`config.mk`:
```
export PLATFORM = sky130hd
export DESIGN_NAME = select_sequencer
export DESIGN_NICKNAME = d
export VERILOG_FILES = /design/src/rtl/sel_seq_pkg.sv /design/src/rtl/select_sequencer_dwell_counter.sv /design/src/rtl/select_sequencer.sv
export SDC_FILE = /design/constraint.sdc
export NUM_CORES = 1
export LEC_CHECK = 0
export BUFFER_PORTS_ARGS = -buffer_cell sky130_fd_sc_hd__buf_2
export CAP_MARGIN = 15
export CORE_MARGIN = 4
export CORE_UTILIZATION = 35
export CTS_BUF_LIST = sky130_fd_sc_hd__clkbuf_4 sky130_fd_sc_hd__clkbuf_8 sky130_fd_sc_hd__clkbuf_16
export DETAILED_ROUTE_END_ITERATION = 16
export SKIP_LAST_GASP = 1
export SLEW_MARGIN = 15
export SYNTH_ARGS = -nofsm -noshare
export SYNTH_HDL_FRONTEND = slang
export SYNTH_SLANG_ARGS = --single-unit
```
`constraint.sdc`:
```
create_clock -name clk -period 2.16 [get_ports clk]
set_input_delay 0.216 -clock clk [delete_from_list [all_inputs] [get_ports clk]]
set_output_delay 0.216 -clock clk [all_outputs]
set_load 0.05 [all_outputs]
```
`src/rtl/sel_seq_pkg.sv`:
```
// ---------------------------------------------------------------------------
// sel_seq_pkg : shared types, constants and code helpers for select_sequencer
// Revision    : 1.0
// ---------------------------------------------------------------------------
`default_nettype none

package sel_seq_pkg;

  typedef enum logic [1:0] {
    IDLE = 2'd0,
    RUN  = 2'd1,
    DONE = 2'd2
  } state_e;

  localparam int CODE_W = 3;
  localparam logic [CODE_W-1:0] LAST_CODE = 3'd7;

  function automatic logic [CODE_W-1:0] bin2gray(input logic [CODE_W-1:0] b);
    return b ^ (b >> 1);
  endfunction

endpackage

`default_nettype wire

```
`src/rtl/select_sequencer_dwell_counter.sv`:
```
// ---------------------------------------------------------------------------
// dwell_counter : hold-time counter with registered terminal-count flag
// Revision      : 1.0
// ---------------------------------------------------------------------------
`default_nettype none

module dwell_counter #(
  parameter int DWELL_W = 8
) (
  input  logic               clk,
  input  logic               rst,
  input  logic               clear,
  input  logic               enable,
  input  logic [DWELL_W-1:0] limit,
  output logic               tc
);

  logic [DWELL_W-1:0] count_q, count_d;
  logic               tc_q, tc_d;

  // limit is the value that will be in force next cycle, so tc_q always
  // matches (count_q == active limit) without a compare on the output path.
  always_comb begin
    count_d = count_q;
    if (clear) begin
      count_d = '0;
    end else if (enable) begin
      count_d = tc_q ? '0 : count_q + 1'b1;
    end
    tc_d = (count_d == limit);
  end

  always_ff @(posedge clk) begin
    if (rst) begin
      count_q <= '0;
      tc_q    <= 1'b0;
    end else begin
      count_q <= count_d;
      tc_q    <= tc_d;
    end
  end

  assign tc = tc_q;

endmodule

`default_nettype wire

```
`src/rtl/select_sequencer.sv`:
```
// ---------------------------------------------------------------------------
// select_sequencer : steps a 3-bit select code through all eight values with
//                    programmable dwell; SEL_SEQ_GRAY_EN selects Gray order.
// Revision         : 1.0
// ---------------------------------------------------------------------------
`default_nettype none

module select_sequencer
  import sel_seq_pkg::*;
#(
  parameter int DWELL_W = 8
) (
  input  logic               clk,
  input  logic               rst,
  input  logic               start,
  input  logic               stop,
  input  logic               mode_cont,
  input  logic [DWELL_W-1:0] dwell,
  output logic               x,
  output logic               y,
  output logic               z,
  output logic               valid,
  output logic               step,
  output logic               done
);

  state_e              state_q, state_d;
  logic [CODE_W-1:0]   code_q, code_d;
  logic [CODE_W-1:0]   sel_q, sel_d;
  logic [DWELL_W-1:0]  dwell_lat_q, dwell_lat_d;
  logic                cont_q, cont_d;
  logic                valid_q, valid_d;
  logic                step_q, step_d;
  logic                done_q, done_d;
  logic                tc;
  logic                cnt_clear;

  always_comb begin
    state_d     = state_q;
    code_d      = code_q;
    dwell_lat_d = dwell_lat_q;
    cont_d      = cont_q;
    step_d      = 1'b0;
    done_d      = 1'b0;
    case (state_q)
      IDLE: begin
        if (start && !stop) begin
          dwell_lat_d = dwell;
          cont_d      = mode_cont;
          code_d      = '0;
          state_d     = RUN;
        end
      end
      RUN: begin
        if (stop) begin
          state_d = IDLE;
          code_d  = '0;
        end else if (tc) begin
          if (code_q != LAST_CODE) begin
            code_d = code_q + 1'b1;
            step_d = 1'b1;
          end else if (cont_q) begin
            code_d = '0;
            step_d = 1'b1;
          end else begin
            code_d  = '0;
            state_d = DONE;
            done_d  = 1'b1;
          end
        end
      end
      DONE: begin
        state_d = IDLE;
        code_d  = '0;
      end
      default: begin
        state_d = IDLE;
        code_d  = '0;
      end
    endcase
    valid_d = (state_d == RUN);
`ifdef SEL_SEQ_GRAY_EN
    sel_d = bin2gray(code_d);
`else
    sel_d = code_d;
`endif
  end

  // Count only while staying in RUN; any entry to or exit from RUN restarts it.
  assign cnt_clear = (state_q != RUN) || (state_d != RUN);

  dwell_counter #(
    .DWELL_W (DWELL_W)
  ) u_dwell_counter (
    .clk    (clk),
    .rst    (rst),
    .clear  (cnt_clear),
    .enable (1'b1),
    .limit  (dwell_lat_d),
    .tc     (tc)
  );

  always_ff @(posedge clk) begin
    if (rst) begin
      state_q     <= IDLE;
      code_q      <= '0;
      sel_q       <= '0;
      dwell_lat_q <= '0;
      cont_q      <= 1'b0;
      valid_q     <= 1'b0;
      step_q      <= 1'b0;
      done_q      <= 1'b0;
    end else begin
      state_q     <= state_d;
      code_q      <= code_d;
      sel_q       <= sel_d;
      dwell_lat_q <= dwell_lat_d;
      cont_q      <= cont_d;
      valid_q     <= valid_d;
      step_q      <= step_d;
      done_q      <= done_d;
    end
  end

  assign x     = sel_q[2];
  assign y     = sel_q[1];
  assign z     = sel_q[0];
  assign valid = valid_q;
  assign step  = step_q;
  assign done  = done_q;

endmodule

`default_nettype wire
```
==> qor.yml, run 1 <==
outcome:
  status: "finished clean"
setup_path:
  crit_required_ps: 2400
  crit_fanout: 7
  setup.worst_path.class: "reg2reg"
  cp.arrival_ps: 2170
  worstSetupEndpointType: "flop"
  start_kind: "flop"
finish:
  fill_cells: 340
  finalNetCount: 173
  antenna_cells: 0
  regArea_um2: 520
  multi_input_area_um2: 669
  final_layout_size_suffix_gt1_share_pct: 20.5
  syn_to_final_growth_pct: 15.6
drt:
  via_count: 1012
  drc: 0
  vias_per_cell: 5.01
  firstDrtPassIters: 4
  wire_per_inst_um: 12.0
  drt_first_iter_violations: 34
  wirelength_mm: 2.42
  ant_nets: 0
place:
  port_buffers: 18
  dpl.hpwl_mm: 1.84
  gp_congestion: 0.758
  pre_cts_slack_ps: 252
sta:
  period_minus_slack_ps: 1930
  max_freq_mhz: 518
  fin_crit_sh_pct: 89.4
  slew_viol_final: 0
  max_slew_margin_pct: 71.7
  fin_ws_ps: 229
  setup_viol: 0
  worstMarginPinSlew_ps: 413
  final.setup_skew_ps: 7.89
  rsz0062_at_grt: "no"
  finalHoldViolCount: 0
  fin_tns_setup_ps: 0
cts:
  clkTransAtPathRegs_ps: 150
  ctsHoldBuffers: 0
  clockBufferDepth: 2
  insertion_delay_ps: 330
  ctsResizeCount: 0
  cts_setup_buffers: 0
  cts_buffers: 3
  cts_sinks: 26
  ctsRootBufferMaster: "clkbuf_4"
  htreeDepth: 1
  cts_tree: "yes"
synthesis:
  yosysSeqAreaShare_pct: 42.0
  synth_top_cells_by_area: "dfxtp_1 42%, nor2_1 7.3%, mux2i_1 6.5%, a21oi_1 3.6%, xnor2_1 3.5%"
  syn_inst: 136
  syn_avg_cell_area_um2: 9.11
  synth-edff-count: 0
  async_flop_share_pct: 0
  synth_top_area_share_pct: 42.0
  synth_top_area_cell: "dfxtp_1"
  synth_nets: 152
  synth_area_um2: 1240
  yosys_warnings: 0
  ys_seq_elements: 26
  synth_cell_types: 36
  synth_ff_type: "dfxtp_1"
floorplanning:
  rows: 21
  start_util_pct: 36.5
  die_h_um: 67.5
  fp.coreArea_um2: 3390
  num_io_pins: 19
  die_x_um: 67.5
  die-area_um2: 4550
global_routing:
  grt_antenna_before_repair: 0
  grt_pass1_vias: 1037
  grt.total_usage_pct: 12.2
  grt_first_pass_wirelength_mm: 4.35
  grt_remaining_overflow: 0
  grt_start_max_net_pins: 18
job:
  cap_violations: 0
pwr:
  p_per_area_nw_per_um2: 656
  leakage_nw: 0.558
  vdd_drop_max_mv: 0.283
min_path:
  hold_class: "in2reg"
==> cell families (layout without fill, tap and decap cells) <==
| logic type | count (synthesis) | after routing | share of synthesized area, % |
|---|---|---|---|
| AO/OA/AOI/OAI | 24 | 24 | 12.4 |
| XOR/XNOR | 8 | 8 | 5.66 |
| adder cells (fa/ha/maj) | 3 | 3 | 3.03 |
| buffers and inverters | 9 | 29 | 3.94 |
| flip-flops | 26 | 26 | 42.0 |
| multiplexers | 9 | 9 | 7.37 |
| AND/OR/NAND/NOR | 57 | 57 | 25.6 |
==> routing by layer <==
layer,vias to the layer above,part of all wire (%),global-route usage [%]
met2,14,47,21.4
met3,5,3.1,2.00
met1,476,48,15.0
li1,517,-,-
met4,0,1.5,3.80
met5,-,0,0
==> cell usage after synthesis (all sizes together), types with 3 or more instances <==
| cell | count |
|---|---|
| xor2 | 3 |
| nand3 | 5 |
| o21ai | 3 |
| clkbuf | 4 |
| mux2i | 8 |
| nand2 | 8 |
| nor3b | 4 |
| a21oi | 11 |
| nor2b | 3 |
| inv | 3 |
| nor2 | 25 |
| o211ai | 3 |
| xnor2 | 5 |
| ha | 3 |
| dfxtp | 26 |
==> report_power, final <==
| group | leakage [nW] | switching [mW] | internal, mW | total, mW |
|---|---|---|---|---|
| combinational | 0.319 | 0.0554 | 0.0455 | 0.101 |
| sequential | 0.211 | 0.00885 | 0.493 | 0.502 |
| clock | 0.0279 | 0.149 | 0.188 | 0.337 |
| total | 0.558 | 0.214 | 0.726 | 0.940 |
==> stage by stage <==
stage | total power, mW | cell area (um^2) | util, % | std cells | hold WS, ps
floorplan | 0.584 | 1240 | - | 136 | 363
global route | 0.982 | 1430 | 42.2 | 202 | 154
CTS | 0.951 | 1430 | 42.2 | 202 | 127
finish | 0.940 | 1430 | 42.2 | 202 | 132
detailed placement | 0.613 | 1380 | 40.7 | 198 | 468
global placement | 0.610 | 1380 | 40.7 | 198 | 457
==> state kept, by name, summed over array words and instances (netlist names) <==
name / flops
sel_q: 3
step: 1
u_dwell_counter.count_q: 8
state_q: 2
cont_q: 1
u_dwell_counter.tc: 1
dwell_lat_q: 8
valid: 1
done: 1
==> final timing paths <==
check             slack (ps)                  to  cells after the start        from
setup / recovery         230  u_dwell_counter.tc                      7  state_q[1]
hold / removal           130              cont_q                      3   mode_cont
setup reg to reg         230  u_dwell_counter.tc                      7  state_q[1]
hold reg to reg          480            sel_q[2]                      2    sel_q[2]
==> worst max-delay path, cell delays in order (launching register included) <==
cell and delay (ps):
dfxtp_1 410, nor4b_4 290, buf_4 190, mux2i_1 400, nor3b_1 110, a22oi_1 200
o22ai_1 90, and4_1 150
==> area by class of cell <==
cell class	count	area share, %
Sequential cell	26	36.4
Clock inverter	1	2.10
Timing Repair Buffer	22	8.39
Tap cell	46	4.02
Inverter	3	0.787
Multi-Input combinational cell	101	46.8
Clock buffer	3	1.57
==> layout by cell type (no fill, tap or decap), types with 4 or more instances in the layout <==
cell     Yosys  routed
nand2_1      8       8
a21oi_1      9       9
dfxtp_1     26      26
xnor2_1      5       5
nor2_1      24      24
mux2i_1      8       8
buf_2        0      18
buf_4        0       4
nand3_1      5       5
nor3b_1      4       4
(Power assumes the default switching activity.)
==> run 2, diff against run 1 <==
Settings changed: SYNTH_HIERARCHICAL set to 1.
==> run 2 against run 1 <==
Sequential power hardly changed. Sequential share of layout area down 3.8 points. Critical path depth up 2. Clock power is 20% lower. Worst hold slack improved by 65 ps. Via count grew 2.8%. Non-clock buffer count grew 2. Routed wire length is 9.0% higher. Global-route usage is 0.93 points lower. Worst setup slack got worse by 210 ps. Highest routed layer unchanged.
==> qor.yml, run 2 <==
synthesis:
  syn_avg_cell_area_um2: 9.56  # +5.0%
  synth_nets: 156  # +2.6%
  synth_ff_type: "dfxtp_1"
  synth_top_area_share_pct: 38.9  # -3.1 points
  yosys_warnings: 6  # +6
  yosys-top-cells-count: "26 x dfxtp_1, 11 x nand2_1, 10 x nor2_1"
  syn_inst: 140  # +2.9%
  synth_top_area_cell: "dfxtp_1"
  yosysSeqAreaShare_pct: 38.9  # -3.1 points
  async_flop_share_pct: 0  # unchanged
  synth_top_cells_by_area: "dfxtp_1 39%, mux2_4 9.0%, and2b_1 4.5%, xnor2_1 3.3%, xor2_1 3.3%"
  ys_seq_elements: 26  # unchanged
  synth-edff-count: 0  # unchanged
  synth_cell_types: 37  # +2.8%
  synth_most_common_cell: "dfxtp_1"
  synth_area_um2: 1340  # +8.1%
pwr:
  p_per_area_nw_per_um2: 546  # -17%
  leakage_nw: 0.667  # +20%
  vdd_drop_max_mv: 0.279  # -1.3%
sta:
  max_freq_mhz: 467  # -9.8%
  final.setup_skew_ps: 1.69  # -6.20 ps
  slew_viol_final: 0  # unchanged
  fin_crit_sh_pct: 99.1  # +9.7 points
  rsz0062_at_grt: "yes"
  setup_viol: 0  # unchanged
  fin_ws_ps: 20.0  # -209 ps
  finalHoldViolCount: 0  # unchanged
  period_minus_slack_ps: 2140  # +209 ps
drt:
  wirelength_mm: 2.63  # +9.0%
  vias_per_cell: 4.88  # -2.5%
  drt_first_iter_violations: 26  # -24%
  ant_nets: 0  # unchanged
  wire_per_inst_um: 12.4  # +3.4%
  firstDrtPassIters: 4  # unchanged
  via_count: 1040  # +2.8%
  drc: 0  # unchanged
outcome:
  status: "finished clean"
global_routing:
  grt.total_usage_pct: 11.2  # -0.93 points
  grt_pass1_vias: 1011  # -2.5%
  grt_antenna_before_repair: 0  # unchanged
  grt_remaining_overflow: 0  # unchanged
  grt_first_pass_wirelength_mm: 4.55  # +4.6%
  grt_start_max_net_pins: 17  # -1
cts:
  cts_tree: "yes"
  ctsHoldBuffers: 0  # unchanged
  clkTransAtPathRegs_ps: 80  # -70 ps
  cts_sinks: 26  # unchanged
  clockBufferDepth: 2  # unchanged
  insertion_delay_ps: 260  # -70 ps
  htreeDepth: 1  # unchanged
  cts_buffers: 3  # unchanged
  ctsRootBufferMaster: "clkbuf_8"
finish:
  final_layout_size_suffix_gt1_share_pct: 30.3  # +9.8 points
  final_cell_area_um2: 1630  # +14%
  syn_to_final_growth_pct: 21.4
  top_regs: "dwell_lat_q: 8 flops, u_dwell_counter/count_q: 8 flops, sel_q: 3 flops"
  antenna_cells: 0  # unchanged
  finalNetCount: 182  # +5.2%
  final_common_cell: "dfxtp_1"
  final_cell_mix: "23 x dfxtp_1, 18 x buf_2, 11 x nand2_1"
place:
  dpl.hpwl_mm: 1.95  # +6.3%
  place_area_um2: 1560  # +13%
  pre_cts_slack_ps: 39.7  # -212 ps
  gp_congestion: 0.785  # +3.6%
  port_buffers: 18  # unchanged
setup_path:
  crit_required_ps: 2340  # -60 ps
  crit_fanout: 5  # -2
  rrSetupSlack_ps: 20  # -210 ps
  setup.worst_path.class: "reg2reg"
  cp.arrival_ps: 2320  # +150 ps
  crit_chain: "ha_4 > ha_4 > nor2b_4 > a211o_4 > a21oi_4 > o21ai_2 > xnor2_1 > or3_1 > nor4_2"
  critPathMostFrequentCell: "ha_4"
  slowest_delay_ps: 380  # -30 ps
  slowest_stage: "or3_1"
  worstSetupEndpointType: "flop"
  start_kind: "flop"
floorplanning:
  start_util_pct: 36.3  # -0.25 points
  rows: 22  # +4.8%
  die_h_um: 69.8  # +3.5%
  die-area_um2: 4880  # +7.1%
  fp.coreArea_um2: 3690  # +8.8%
  die_x_um: 69.8  # +3.5%
  num_io_pins: 19  # unchanged
min_path:
  hold_class: "in2reg"
job:
  cap_violations: 0  # unchanged
-- run 2: cell families after synthesis --
group / count (synthesis) / synth area share (%)
compound gates: 24 / 12.8
xor+xnor: 10 / 6.54
fa+ha+maj: 3 / 2.80
buf+inv: 10 / 3.65
flops: 26 / 38.9
mux: 10 / 10.5
other cells: 1 / 0.280
simple gates: 56 / 24.6
-- run 2: critical path: cells and delay by family (launching register included) --
kind | cells | cell delay, ps
AO/OA/AOI/OAI | 3 | 600
XOR/XNOR | 1 | 130
AND/OR/NAND/NOR | 3 | 640
adder cells (fa/ha/maj) | 2 | 330
flip-flops | 1 | 360
-- run 2: layout make-up --
cell class	count	area, um^2
clock buffer	3	41.3
clock inverter	1	3.75
fill	367	2060
inverter	7	26.3
multi-input combinational	104	830
sequential	26	529
tap	48	60.1
timing repair buffer	24	135
-- run 2: timing repair --
action	in CTS	in global routing
setup buffers	1	1
gates resized for setup	0	1
setup endpoints to repair	1	1
pin swaps	0	0
-- run 2: where the power goes --
part	internal, mW	switching [mW]
clock network	0.127	0.143
logic	0.0599	0.0569
registers	0.489	0.0109
-- run 2: layer usage --
layer / vias up / GRT usage, % / part of all wire (%)
li1: 535 / - / -
met1: 492 / 14.4 / 48
met2: 11 / 18.7 / 48
met3: 2 / 1.74 / 2.4
met4: 0 / 4.47 / 0.91
met5: - / 0 / 0
-- run 2: worst paths after layout --
path	startpoint	cells past startpoint	to
worst min-delay path	mode_cont	3	cont_q
worst max register to register	sel_q[1]	9	u_dwell_counter/tc
worst min register to register	sel_q[2]	2	sel_q[2]
worst max-delay path	sel_q[1]	9	u_dwell_counter/tc
-- run 2: through the flow --
step	instances	setup TNS (ps)	hold WS [ps]	power (mW)	util [%]
2_1_floorplan	140	0	293	0.597	-
3_3_place_gp	207	0	458	0.622	42.2
3_5_place_dp	207	0	478	0.626	42.2
4_1_cts	212	0	195	0.900	43.7
5_1_grt	213	-72.1	229	0.930	44.1
6_report	213	0	196	0.887	44.1
